[src/rtl/muldiv_unit.sv]
// Purpose: iterative MULT/MULTU/DIV/DIVU unit that owns the HI/LO registers; MTHI/MTLO write ports.
// Latency: start edge = cycle 0, busy cycles 1..WIDTH, done pulse in cycle WIDTH+1, for every op and operand.
// Backpressure: start and MTHI/MTLO are ignored while busy; hazard logic stalls on busy. MULDIV_ABORT_EN adds an abort port.
module muldiv_unit #(
  parameter int WIDTH = 32,
  parameter int CNTW  = 6
) (
  input  logic             clk,
  input  logic             reset,
  input  logic             start,
  input  logic [1:0]       op,
  input  logic [WIDTH-1:0] srca,
  input  logic [WIDTH-1:0] srcb,
  input  logic             hi_we,
  input  logic             lo_we,
  input  logic [WIDTH-1:0] wd,
`ifdef MULDIV_ABORT_EN
  input  logic             abort,
`endif
  output logic             busy,
  output logic             done,
  output logic [WIDTH-1:0] hi,
  output logic [WIDTH-1:0] lo
);

  localparam logic [1:0] S_IDLE = 2'd0;
  localparam logic [1:0] S_RUN  = 2'd1;
  localparam logic [1:0] S_FIN  = 2'd2;

  logic [1:0]       state;
  logic [CNTW-1:0]  cnt;
  logic             is_div;
  logic             neg_q;   // product / quotient negate
  logic             neg_r;   // remainder negate (dividend sign)
  logic             div0;
  logic [WIDTH-1:0] opb;     // multiplicand or divisor magnitude
  logic [WIDTH-1:0] acc_hi;  // partial product upper half / partial remainder
  logic [WIDTH-1:0] acc_lo;  // multiplier shifting out / dividend shifting out, quotient shifting in

  logic             abort_req;
`ifdef MULDIV_ABORT_EN
  assign abort_req = abort;
`else
  assign abort_req = 1'b0;
`endif

  // Operand conditioning at launch: magnitudes plus sign flags for signed ops.
  logic             sgn, sa, sb;
  logic [WIDTH-1:0] mag_a, mag_b;
  assign sgn   = ~op[0];
  assign sa    = sgn & srca[WIDTH-1];
  assign sb    = sgn & srcb[WIDTH-1];
  assign mag_a = sa ? -srca : srca;
  assign mag_b = sb ? -srcb : srcb;

  // One iteration of either algorithm, evaluated from the current accumulators.
  logic [WIDTH:0]   mul_sum;
  logic [WIDTH:0]   div_sh;
  logic             div_ge;
  logic [WIDTH-1:0] div_sub;
  assign mul_sum = {1'b0, acc_hi} + (acc_lo[0] ? {1'b0, opb} : '0);
  assign div_sh  = {acc_hi, acc_lo[WIDTH-1]};
  assign div_ge  = (div_sh >= {1'b0, opb});
  assign div_sub = div_sh[WIDTH-1:0] - opb;  // fits in WIDTH bits whenever div_ge holds

  logic [WIDTH-1:0]   nxt_hi, nxt_lo;
  logic [WIDTH-1:0]   res_hi, res_lo;
  logic [2*WIDTH-1:0] prod;
  logic               last;

  assign last = (cnt == CNTW'(1));
  assign prod = {nxt_hi, nxt_lo};

  // Select the shift-add or restoring-divide step, then apply sign fix-ups for the final result.
  always_comb begin
    nxt_hi = '0;
    nxt_lo = '0;
    res_hi = '0;
    res_lo = '0;
    if (is_div) begin
      nxt_hi = div_ge ? div_sub : div_sh[WIDTH-1:0];
      nxt_lo = {acc_lo[WIDTH-2:0], div_ge};
      res_lo = div0  ? '1 : (neg_q ? -nxt_lo : nxt_lo);
      // With a zero divisor the remainder path carries the dividend magnitude, so this restores srca.
      res_hi = neg_r ? -nxt_hi : nxt_hi;
    end else begin
      nxt_hi = mul_sum[WIDTH:1];
      nxt_lo = {mul_sum[0], acc_lo[WIDTH-1:1]};
      {res_hi, res_lo} = neg_q ? -prod : prod;
    end
  end

  // Control FSM and iteration datapath; FIN accepts a new start exactly like IDLE.
  always_ff @(posedge clk or negedge reset) begin
    if (!reset) begin
      state  <= S_IDLE;
      cnt    <= '0;
      is_div <= 1'b0;
      neg_q  <= 1'b0;
      neg_r  <= 1'b0;
      div0   <= 1'b0;
      opb    <= '0;
      acc_hi <= '0;
      acc_lo <= '0;
    end else begin
      case (state)
        S_RUN: begin
          if (abort_req) begin
            state <= S_IDLE;
            cnt   <= '0;
          end else begin
            acc_hi <= nxt_hi;
            acc_lo <= nxt_lo;
            cnt    <= cnt - CNTW'(1);
            if (last) state <= S_FIN;
          end
        end
        default: begin
          if (start) begin
            state  <= S_RUN;
            cnt    <= CNTW'(WIDTH);
            is_div <= op[1];
            neg_q  <= sa ^ sb;
            neg_r  <= op[1] & sa;
            div0   <= (srcb == '0);
            opb    <= op[1] ? mag_b : mag_a;
            acc_lo <= op[1] ? mag_a : mag_b;
            acc_hi <= '0;
          end else begin
            state <= S_IDLE;
          end
        end
      endcase
    end
  end

  // Architectural HI/LO: final result on the edge entering FIN, MTHI/MTLO only outside RUN.
  always_ff @(posedge clk or negedge reset) begin
    if (!reset) begin
      hi <= '0;
      lo <= '0;
    end else if (state == S_RUN) begin
      if (last && !abort_req) begin
        hi <= res_hi;
        lo <= res_lo;
      end
    end else begin
      if (hi_we) hi <= wd;
      if (lo_we) lo <= wd;
    end
  end

  assign busy = (state == S_RUN);
  assign done = (state == S_FIN);

endmodule

[config.mk]
export PLATFORM = sky130hd
export DESIGN_NAME = muldiv_unit
export DESIGN_NICKNAME = d
export VERILOG_FILES = /design/src/rtl/muldiv_unit.sv
export SDC_FILE = /design/constraint.sdc
export NUM_CORES = 1
export LEC_CHECK = 0
export BUFFER_PORTS_ARGS = -buffer_cell sky130_fd_sc_hd__buf_2
export CAP_MARGIN = 20
export CORE_MARGIN = 3
export CORE_UTILIZATION = 30
export CTS_CLUSTER_SIZE = 28
export DETAILED_ROUTE_END_ITERATION = 10
export RECOVER_POWER = 100
export SETUP_SLACK_MARGIN = 0.15
export SYNTH_ARGS = -nofsm -noshare
export SYNTH_HDL_FRONTEND = slang
export SYNTH_SLANG_ARGS = --single-unit
export TNS_END_PERCENT = 5
[constraint.sdc]
create_clock -name clk -period 6.34 [get_ports clk]
set_input_delay 1.268 -clock clk [delete_from_list [all_inputs] [get_ports clk]]
set_output_delay 1.268 -clock clk [all_outputs]
set_load 0.02 [all_outputs]
Yosys cells after proc, flatten, opt, wreduce, memory -nomap -nowiden
Index checks and enable logic that the tools add are counted.

Bits in registers: 172. Bits of input ports: 103. Output and inout port bits: 66. Word-level logic and storage cells: 66.

Add/subtract/negate cells: 8. Order comparisons: 1. Eq/ne operators: 4. Multiplexer cells: 29. Bitwise operators: 6. Reduce and logical (&&, ||, !) cells: 7.

Operator list (count): $mux W32 (23); $neg A32 Y32 (4); $mux W64 (1); $neg A64 Y64 (1); $add A32 B32 Y33 (1); $ge A33 B32 Y1 (1); $logic_not A32 Y1 (1); $sub A32 B32 Y32 (1); $mux W6 (2); $eq A6 B1 Y1 const B (1); $reduce_and A2 Y1 (3); $reduce_bool A2 Y1 (3); $sub A6 B1 Y6 const B (1); $mux W2 (2); $and A1 B1 Y1 (3); $eq A2 B1 Y1 const B (1); $eq A2 B2 Y1 const B (1); $ne A2 B1 Y1 const B (1); $not A1 Y1 (2); $mux W1 (1); $xor A1 B1 Y1 (1).

Logic depth before layout (Yosys ltp)
Depth in word-level cells: 8. Mapped depth: 27. Gate-level depth less buffers: 23.

Worst setup path before layout
Ideal clock, no wire load.

Path kind: register to register. From: register acc_hi[9]. To: register hi[4]. Setup time: 130 ps. Arrival time: 5683 ps. Data required time: 6210 ps. Path slack: 528 ps. Stages on the path, launching flop included: 27. Path buffers: 4. Clock period less this slack: 5812 ps. Cell sequence: dfrtp_1 ha_1 buf_6 a21oi_1 o21ai_1 a21o_1 o31ai_4 nand2_4 inv_2 buf_2 buf_1 clkbuf_1 nand2_1 o21ai_0 ha_1 nor3b_1 o211ai_1 or4_1 or4b_1 nor3_1 nand2_1 o21a_1 a21oi_1 xnor2_1 nor2_1 a211oi_1 o21ai_0.

Cells in the longest elaborated chain, start to end: 8. Elaborated cells on any way between the ends: 11. Classes of those cells: 2 x add/sub; 1 x order compare; 8 x mux.

Ends and longest elaborated chain: start: declaration (line 37) `logic [WIDTH-1:0] acc_hi;`; start signal: assignment (line 112) `acc_hi <= nxt_hi;`; $ge A33 B32 Y1 (*) (line 63) `assign div_ge = (div_sh >= {1'b0, opb});`; $mux W32 (line 81) `nxt_hi = div_ge ? div_sub : div_sh[WIDTH-1:0];`; $mux W32 (line 80) `if (is_div) begin`; $neg A64 Y64 (line 89) `{res_hi, res_lo} = neg_q ? -prod : prod;`; $mux W64 (line 89); $mux W32 (*) (line 80); $mux W32 (*) (line 143) `if (last && !abort_req) begin`; $mux W32 (*) (line 142) `end else if (state == S_RUN) begin`; end signal: assignment (line 144) `hi <= res_hi;`; end signal: assignment (line 148) `if (hi_we) hi <= wd;`; end: declaration (line 22) `output logic [WIDTH-1:0] hi,`.

Every way passes the cells marked *; elsewhere a longest branch is shown, timed or not. The select of a mux whose other input is x is not followed. A chain may end at the register's enable or synchronous reset.

Final worst setup path
From: register acc_lo[0]. To: register hi[23].

Cells in the longest elaborated chain, start to end: 8. Elaborated cells on any way between the ends: 9. Classes of those cells: 2 x add/sub; 7 x mux.

Ends and longest elaborated chain: start: declaration (line 38) `logic [WIDTH-1:0] acc_lo;`; start signal: assignment (line 113) `acc_lo <= nxt_lo;`; start signal: assignment (line 127) `acc_lo <= op[1] ? mag_a : mag_b;`; $mux W32 (line 61) `assign mul_sum = {1'b0, acc_hi} + (acc_lo[0] ? {1'b0, opb} : '0);`; $add A32 B32 Y33 (line 61); $mux W32 (line 80); $neg A64 Y64 (line 89); $mux W64 (*) (line 89); $mux W32 (*) (line 80); $mux W32 (*) (line 143); $mux W32 (*) (line 142).

Marked as above.

==> run summary <==
The run finished, with violations left. The final reports fail on max-capacitance violations, max-slew violations. The time the worst path needs with I/O delays and setup was 6.108 ns. From bottom edge to top edge, the die measures 258.7 um. The number of buffers inserted by port buffering works out to 168. The worst stage delay on the critical path came out at 0.81 ns.

TritonCTS built the clock tree. For the final routed database, the setup TNS stands at 0 ns. The first global-routing pass estimated 115800 um of wire.

In this run the core area contains 91 standard-cell rows. After detailed routing, the average wire length per cell comes to 22.13 um. Sorting the synthesized cells by area gives the leading types as dfrtp_1 22%, a21oi_1 5.8%, xnor2_1 5.6%. After synthesis, flip-flops and latches occupy 22.47% of the total area. The initial antenna violation count is 3, and the combined area of all synthesized cells is 19150 um^2. For hold timing, the worst endpoint is opb[3]. At the worst endpoint, the required time is 6.76 ns. The path type of the worst setup path is reg -> reg.

The total count of hold-check failures in the final report is 0, and the slack of the worst reg-to-reg path is 0.23 ns. The detailed-router iteration count before antenna repair was 5; the synthesis-stage register bit count was 172. Counting flops with a built-in enable in the synthesized netlist gives 0.

Summed over all nets, the half-perimeter wirelength after detailed placement is 60670 um. The worst-case reg-to-reg path depth is 15. The total die area was 66910 um^2. The number of levels in the clock H-tree was 4; the number of failing setup endpoints in the final timing report was 0. The nature of the critical path endpoint is a flop. Clock tree synthesis inserted a total of 17 buffers. By count the netlist is led by 279 x nand2_1, 260 x nor2_1, 221 x a21oi_1, 212 x o21ai_0, 172 x dfrtp_1. The tools report the terminus of the critical flop-to-flop path as hi[23]. At the pin with the least slew margin, the transition time is 2.986 ns. The via count of the first global-routing pass was 18462; the final layout net count was 2809. The most used flip-flop cell after synthesis is dfrtp_1. Between clock sinks in the finished design, the worst skew comes to 0.01538 ns.

The slowest stage of the critical path is the inv_1 cell. Max-cap violations in this run came to 7. The run gives 20344 as the total via count after detailed routing. In this run the mean area of a mapped cell was 7.349 um^2. The maximum count of clock buffers along a single path came out at 2.

The tools report the count of pins over their slew limit as 371. The top cell type by total area after synthesis is dfrtp_1. Static timing analysis puts the maximum clock frequency at 0.1637 GHz. For this block, the routed nets add up to 77070 um of wire. STA puts the critical path data arrival time at 6.52 ns. The proportion of synthesized flip-flops having asynchronous set or reset works out to 100.0%. The I/O pin count was 169. The class of the tightest hold or removal check is reg -> reg. The post-cts gate resize count was 0; the total buffers and inverters traversed by the critical path was 1. The startpoint identified for the worst register-to-register timing path is acc_lo[0]. The tools report the starting density of the core as 30.69%. In the finished design, the share of the clock period the worst path needs comes to 96.34%. The number of nets handed over by synthesis was 2782. The number of DRC violations after detailed-routing iteration 0 is 2362, and the core box area is 62390 um^2.

The repair_antennas step left the layout with diodes totalling 0. The tools report the number of buffers added to fix hold violations after cts as 0. Cells with a size suffix above 1 make up 8.428% of the layout. In this run the biggest area consumer among cell types represents 22.47% of the synthesized area.

Using the TritonRoute via totals, the vias-per-cell ratio works out to 5.841. Entering global routing, the biggest net connects 96 pins. Along the worst path, the maximum fanout reaches 23. After detailed routing, the number of remaining DRC violations is 0. Clock-pin slew was measured on the worst setup and hold paths at 0.08 ns. After synthesis, the netlist uses 111 different library cells. The critical path's top delay family was compound AO/OA/AOI/OAI gates. STA classifies the critical path startpoint as a flop.

The worst pin sits at a relative slew slack of -99.06%. For the post-route worst hold slack, the log shows 0.4841 ns. The number of cells produced by synthesis was 2606.

The congestion estimate from routability-driven global placement came to 0.9335. The worst min-delay path startpoint is opb[3]. Along the worst hold path, the cell count comes to 2. For the number of warnings issued by yosys, the log shows 0. The worst-skew pair later-pin latency came out at 0.48 ns. The most numerous cell type found on the critical path is nor2_1. In this run the remaining antenna-violating nets after routing total 0.

Among all cell types in the netlist, the one instantiated most often is nand2_1. The die width is 258.7 um, and the growth of design area from synthesis to finish is 8.729%. For this run the aggregate overflow at the end of global routing stands at 0. Setup repair after global routing left no endpoint under its margin.

Buffers added to address setup during post-CTS repair amount to 0. The total number of clock tree sinks is 172. The critical path goes through inv_1, nor2_1, ha_1, a21o_1, a31oi_1, nand2_1, xnor2_1, nor2_1, a311oi_1, o21ai_0, nor3_4, nand4b_1, mux2_1, a211oi_1, a221o_1. The cell chosen for the clock root was clkbuf_16.

For this run, the total global-route usage over all layers was measured as 22.35%.
-- how the worst max path moves through the flow --
| stage | slack, ns | startpoint | cells past startpoint | endpoint |
|---|---|---|---|---|
| finish | 0.23 | acc_lo[0] | 15 | hi[23] |
| global route | 0.09 | acc_hi[13] | 21 | hi[10] |
| CTS | 0.48 | acc_hi[5] | 21 | hi[28] |
| detailed placement | 0.50 | acc_hi[5] | 21 | hi[28] |
| global placement | 0.63 | acc_hi[5] | 21 | hi[28] |
| floorplan | 0.53 | acc_hi[9] | 26 | hi[4] |
-- registers in the layout (all words and copies together), names as in the netlist, 2 cells and up --
register and cells:
acc_hi 32, acc_lo 32, hi 32, lo 32, opb 32, cnt 6, state 2
-- tightest hold or removal path, stage by stage, from the launching register on --
cell,delay (ns)
dfrtp_1,0.34
nand2_1,0.05
o21ai_0,0.06
-- cells in the final DEF (no fill, tap or decap), types with 73 or more instances in the layout --
cell type	Yosys	final
dfrtp_1	172	170
nand2_1	279	279
nor2_1	260	260
xnor2_1	123	123
xor2_1	73	73
o21ai_0	212	217
buf_2	11	100
a21oi_1	221	221
nor3_1	85	84
clkbuf_1	143	74
-- area by class of cell --
class	instances	area, um^2
Clock buffer	18	429.2
Clock inverter	14	131.4
Fill cell	6897	41570
Inverter	73	274.0
Multi-Input combinational cell	2167	13650
Sequential cell	172	4309
Tap cell	837	1047
Timing Repair Buffer	202	985.9
-- routing by layer --
| layer | GRT usage [%] | vias to the layer above | wire [um] |
|---|---|---|---|
| met5 | 0 | - | 14 |
| met4 | 6.577 | 2 | 2224 |
| met3 | 3.518 | 124 | 6049 |
| met2 | 34.14 | 920 | 34110 |
| met1 | 32.29 | 9685 | 34680 |
| li1 | - | 9613 | - |
-- through the flow --
stage	utilization (%)	instance area (um^2)	instances	setup slack, ns
floorplan	-	19150	2606	0.5276
global placement	32.69	20400	3450	0.6289
detailed placement	32.69	20400	3450	0.5033
CTS	33.59	20960	3482	0.4797
global route	33.37	20820	3483	0.08832
finish	33.37	20820	3483	0.2319
-- logic make-up (layout without fill, tap and decap cells) --
logic type / count (synthesis) / count (layout) / share of synthesized area, %
simple gates: 954 / 954 / 24.19
compound gates: 879 / 879 / 29.88
buf+inv: 267 / 307 / 6.180
xor+xnor: 196 / 196 / 8.964
flops: 172 / 172 / 22.47
fa+ha+maj: 73 / 73 / 4.848
mux: 65 / 65 / 3.463
Power is not shown: default switching activity piles up to over one toggle a cycle in this logic, so the estimate is an artifact.
